$ cat src/rtl/video_pattern_scheduler.sv
// Frame-synchronous pattern-source scheduler for the HDMI encoder: pixel coordinates,
// line/frame markers and a per-frame source rotator. Define SCHED_BLANK_EN to insert a black frame per switch.
module video_pattern_scheduler #(
  parameter int H_ACTIVE     = 640,
  parameter int V_ACTIVE     = 480,
  parameter int DWELL_FRAMES = 120
) (
  input  logic        clk_25mhz,
  input  logic        reset,
  input  logic        i_rd,
  input  logic        i_newline,
  input  logic        i_newframe,
  input  logic        i_auto,
  input  logic        i_next,
  input  logic [23:0] i_src0,
  input  logic [23:0] i_src1,
  input  logic [23:0] i_src2,
  input  logic [23:0] i_src3,
  output logic [11:0] o_x,
  output logic [11:0] o_y,
  output logic        o_vsync,
  output logic        o_eol,
  output logic        o_eof,
  output logic [7:0]  o_red,
  output logic [7:0]  o_grn,
  output logic [7:0]  o_blu,
  output logic [1:0]  o_sel,
  output logic        o_blank
);
  localparam int DW = ($clog2(DWELL_FRAMES) > 8) ? $clog2(DWELL_FRAMES) : 8;
  localparam logic [DW-1:0] DWELL_LAST = DW'(DWELL_FRAMES - 1);

  typedef enum logic [1:0] {SYNC, SHOW, BLANK} state_t;

  state_t        state, state_nxt;
  logic [DW-1:0] dwell, dwell_nxt;
  logic          pending, pending_nxt;
  logic [1:0]    sel_nxt;
  logic          take;
  logic [23:0]   pix;

  always_ff @(posedge clk_25mhz) begin
    if (reset || i_newline) o_x <= '0;
    else if (i_rd)          o_x <= o_x + 12'd1;
    if (reset || i_newframe) o_y <= '0;
    else if (i_newline)      o_y <= o_y + 12'd1;
  end

  assign o_vsync = (o_x == 12'd0) && (o_y == 12'd0);
  assign o_eol   = i_rd && (o_x == 12'(H_ACTIVE - 1));
  assign o_eof   = o_eol && (o_y == 12'(V_ACTIVE - 1));

  // Every decision happens at i_newframe, which lands in vertical blanking.
  always_comb begin
    state_nxt   = state;
    sel_nxt     = o_sel;
    dwell_nxt   = dwell;
    pending_nxt = pending | i_next;
    take        = 1'b0;
    case (state)
      SYNC:  if (i_newframe) state_nxt = SHOW;
      SHOW:
        if (i_newframe) begin
          take = (i_auto && dwell == DWELL_LAST) || pending || i_next;
          if (take) begin
            sel_nxt     = o_sel + 2'd1;
            dwell_nxt   = '0;
            pending_nxt = 1'b0;
`ifdef SCHED_BLANK_EN
            state_nxt   = BLANK;
`else
            state_nxt   = SHOW;
`endif
          end else if (i_auto) begin
            dwell_nxt = dwell + 1'b1;
          end
        end
      BLANK: if (i_newframe) state_nxt = SHOW;
      default: state_nxt = SYNC;
    endcase
    if (!i_auto) dwell_nxt = '0;
  end

  always_ff @(posedge clk_25mhz) begin
    if (reset) begin
      state   <= SYNC;
      o_sel   <= 2'd0;
      o_blank <= 1'b1;
      dwell   <= '0;
      pending <= 1'b0;
    end else begin
      state   <= state_nxt;
      o_sel   <= sel_nxt;
      o_blank <= (state_nxt != SHOW);
      dwell   <= dwell_nxt;
      pending <= pending_nxt;
    end
  end

  always_comb begin
    case (o_sel)
      2'd0:    pix = i_src0;
      2'd1:    pix = i_src1;
      2'd2:    pix = i_src2;
      default: pix = i_src3;
    endcase
    {o_red, o_grn, o_blu} = o_blank ? 24'h0 : pix;
  end
endmodule

$ cat config.mk
export PLATFORM = sky130hd
export DESIGN_NAME = video_pattern_scheduler
export DESIGN_NICKNAME = d
export VERILOG_FILES = /design/src/rtl/video_pattern_scheduler.sv
export SDC_FILE = /design/constraint.sdc
export NUM_CORES = 1
export LEC_CHECK = 0
export CORE_UTILIZATION = 25
export DETAILED_ROUTE_END_ITERATION = 16
export SKIP_CTS_REPAIR_TIMING = 1
export SYNTH_ARGS = -nofsm -noshare
export SYNTH_HDL_FRONTEND = slang
export SYNTH_SLANG_ARGS = --single-unit
$ cat constraint.sdc
create_clock -name clk_25mhz -period 3.58 [get_ports clk_25mhz]
set_input_delay 0.716 -clock clk_25mhz [delete_from_list [all_inputs] [get_ports clk_25mhz]]
set_output_delay 0.716 -clock clk_25mhz [all_outputs]
set_load 0.01 [all_outputs]
==> impl_metrics.ini <==
[outcome]
status = finished, final reports clean

[pwr]
power_switching_mw = 0.278
clkPwrFrac = 0.384
power_density_nw_per_um2 = 274
p_leak_nw = 1.51
switching_share = 0.240
total_power_mw = 1.16
combPwrFrac = 0.236
p_int_mw = 0.880
pwr-share-seq = 0.380
peakVddDrop_mv = 0.162

[route]
post-route-drc-count = 0
drt_iter0_markers = 192
routed_via_density = 4.89
wl_per_cell_um = 15.5
wl_mm = 9.17
detail-route-antenna-nets = 0
firstDrtPassIters = 6
dr_total_vias = 2892

[critical_path]
startpoint_type = flop
r2r_slack_ns = 1.96
slowest_stage = clkdlybuf4s50_1
max_stage_delay_ns = 0.52
reg2reg_from = dwell[0]
worstPathCellList = inv_1 > ha_2 > a222oi_1 > nor2_1 > a21oi_1 > nor2_1 > clkdlybuf4s50_1
worstPathArrival_ns = 2.43
r2r_cells = 5
crit_family = buffers and inverters
required_ns = 2.86
crit_buf_inv = 2
r2r-end = dwell[3]
crit_fanout = 24
critPathKind = flop to output port
critPathCaptureType = output port
crit_top_cell = nor2_1

[timing]
worst_slew_pin_slew_ns = 0.839
skew_ns = 0.00927
maxSlewViolCount = 0
fmax_mhz = 318
timing.hold.ws_ns = 0.496
hold_viol_final = 0
setup_viol = 0
slew_headroom = 0.440
rsz0062_at_grt = false
timing.final.crit_period_ns = 3.14
fin_crit_sh = 0.878
final.setup.tns_ns = 0

[clock_network]
clkLatencyLatePin_ns = 0.30
clockRootBuffer = clkbuf_8
cts_max_level = 2
clk_path_buf_depth = 2
cts_tree = done
cts_buffers = 5
cts.sinks = 38
clk_pin_slew_ns = 0.09

[place]
port_buffers = 156
dpl.hpwl_mm = 6.88
dp_cells = 584
place.gp.congestion = 0.811
dpl_cell_area_um2 = 4080

[global_route]
grt_pass1_vias = 2819
grt_max_degree = 49
track_usage = 0.177
antenna_found_initial = 0
gr-total-overflow = 0
grt_pass1_wl_mm = 14.1

[die]
core_area_um2 = 9280
ioPinCount = 157
die_y_um = 100
die_w_um = 100
die-area_um2 = 10100
initial_utilization = 0.260
row_count = 35

[worst_hold_path]
hold_depth = 1
min_to = state[1]
min_from = state[1]
hold_path_class = flop to flop

[cells_and_area]
final_cell_mix = 156 x clkdlybuf4s50_1, 81 x nor2_1, 38 x dfxtp_1
n_antenna_cell = 0
drive_gt1_frac = 0.0475
stdcell_count = 592
final_common_cell = clkdlybuf4s50_1
final.fill_count = 960
fin_area_um2 = 4220
area_growth_pct = 74.9
layout.nets = 574

[flow_run]
maxCapViolCount = 0

[synth]
synth_enable_flop_cells = 0
synth-async-reset-ratio = 0
syn_avg_cell_area_um2 = 7.64
yosys_warnings = 0
synth-seq-cells = 38
ys_types = 35
synthFlopType = dfxtp_1
synthesis.area_um2 = 2410
yosysSeqAreaShare = 0.315
synth_cells = 316
syn_nets = 428
==> worst register-to-register path: cells and delay by family, from the launching register on <==
family / cells / cell delay, ns
adders and majority gates: 1 / 0.21
and+or+nand+nor: 2 / 0.16
AOI/OAI and AO/OA: 2 / 0.74
DFF: 1 / 0.40
==> flip-flops by register name, summed over array words and instances, names as in the netlist <==
signal   cells
o_x         12
o_y         12
dwell        8
o_sel        2
state        2
o_blank      1
pending      1
==> how the worst max path moves through the flow <==
| stage | start | end | cells after the start |
|---|---|---|---|
| after global routing | o_sel[0] | o_red[6] | 7 |
| after detailed placement | i_rd | o_eof | 6 |
| after floorplan | o_sel[0] | o_red[6] | 7 |
| after CTS | o_sel[0] | o_grn[7] | 7 |
| after global placement | i_rd | o_eof | 6 |
| final | o_sel[0] | o_grn[7] | 7 |
==> per-layer routing <==
layer  GRT usage  share of wire
met1       0.199           0.41
met2       0.334           0.49
met3      0.0467          0.093
met4      0.0346         0.0088
met5           0              0
==> synth_stat cells (2+ instances only) <==
cell,count,share of area
nor4_2,2,0.010
buf_2,4,0.0083
or4_4,2,0.0093
ha_1,9,0.047
xor2_1,11,0.040
nor2_1,81,0.13
nor3b_1,2,0.0062
inv_1,12,0.019
a21oi_1,30,0.062
and3_1,2,0.0052
dfxtp_1,38,0.32
nor3_1,10,0.021
nand4_1,10,0.026
nand2b_1,3,0.0078
and4_1,2,0.0073
or2_2,2,0.0052
nand3_1,11,0.023
nand2_1,11,0.017
nor4_1,2,0.0052
xnor2_1,15,0.054
mux2i_1,2,0.0083
or3_1,2,0.0052
o21ai_0,4,0.0083
a222oi_1,24,0.10
clkbuf_1,15,0.023
==> cell type report <==
type                       instances  area (um^2)  share of cell area
multi-input combinational        247         1540               0.365
timing repair buffer             158         1580               0.374
tap                              129          161              0.0382
inverter                          12         45.0              0.0107
clock inverter                     3         68.8              0.0163
sequential                        38          761               0.180
clock buffer                       5         68.8              0.0163
==> cell families after synthesis <==
family                   after synthesis  share of synthesized area
AO/OA/AOI/OAI                         61                      0.185
buffers and inverters                 31                     0.0503
adder cells (fa/ha/maj)                9                     0.0467
multiplexers                           3                     0.0130
AND/OR/NAND/NOR                      148                      0.295
flip-flops                            38                      0.315
XOR/XNOR                              26                     0.0944
==> power groups by stage <==
| stage | registers (mW) | logic, mW | clock network [mW] |
|---|---|---|---|
| 2_1_floorplan | 0.445 | 0.0954 | 0 |
| 3_3_place_gp | 0.450 | 0.272 | 0 |
| 3_5_place_dp | 0.450 | 0.273 | 0 |
| 4_1_cts | 0.440 | 0.275 | 0.455 |
| 5_1_grt | 0.442 | 0.296 | 0.470 |
| 6_report | 0.440 | 0.274 | 0.444 |
==> through the flow <==
stage,setup slack (ns),util
3_3_place_gp,0.459,0.439
2_1_floorplan,1.36,-
4_1_cts,0.105,0.454
6_report,0.435,0.455
5_1_grt,0.277,0.455
3_5_place_dp,0.442,0.439
No activity file was read; power rests on OpenSTA's default activity.
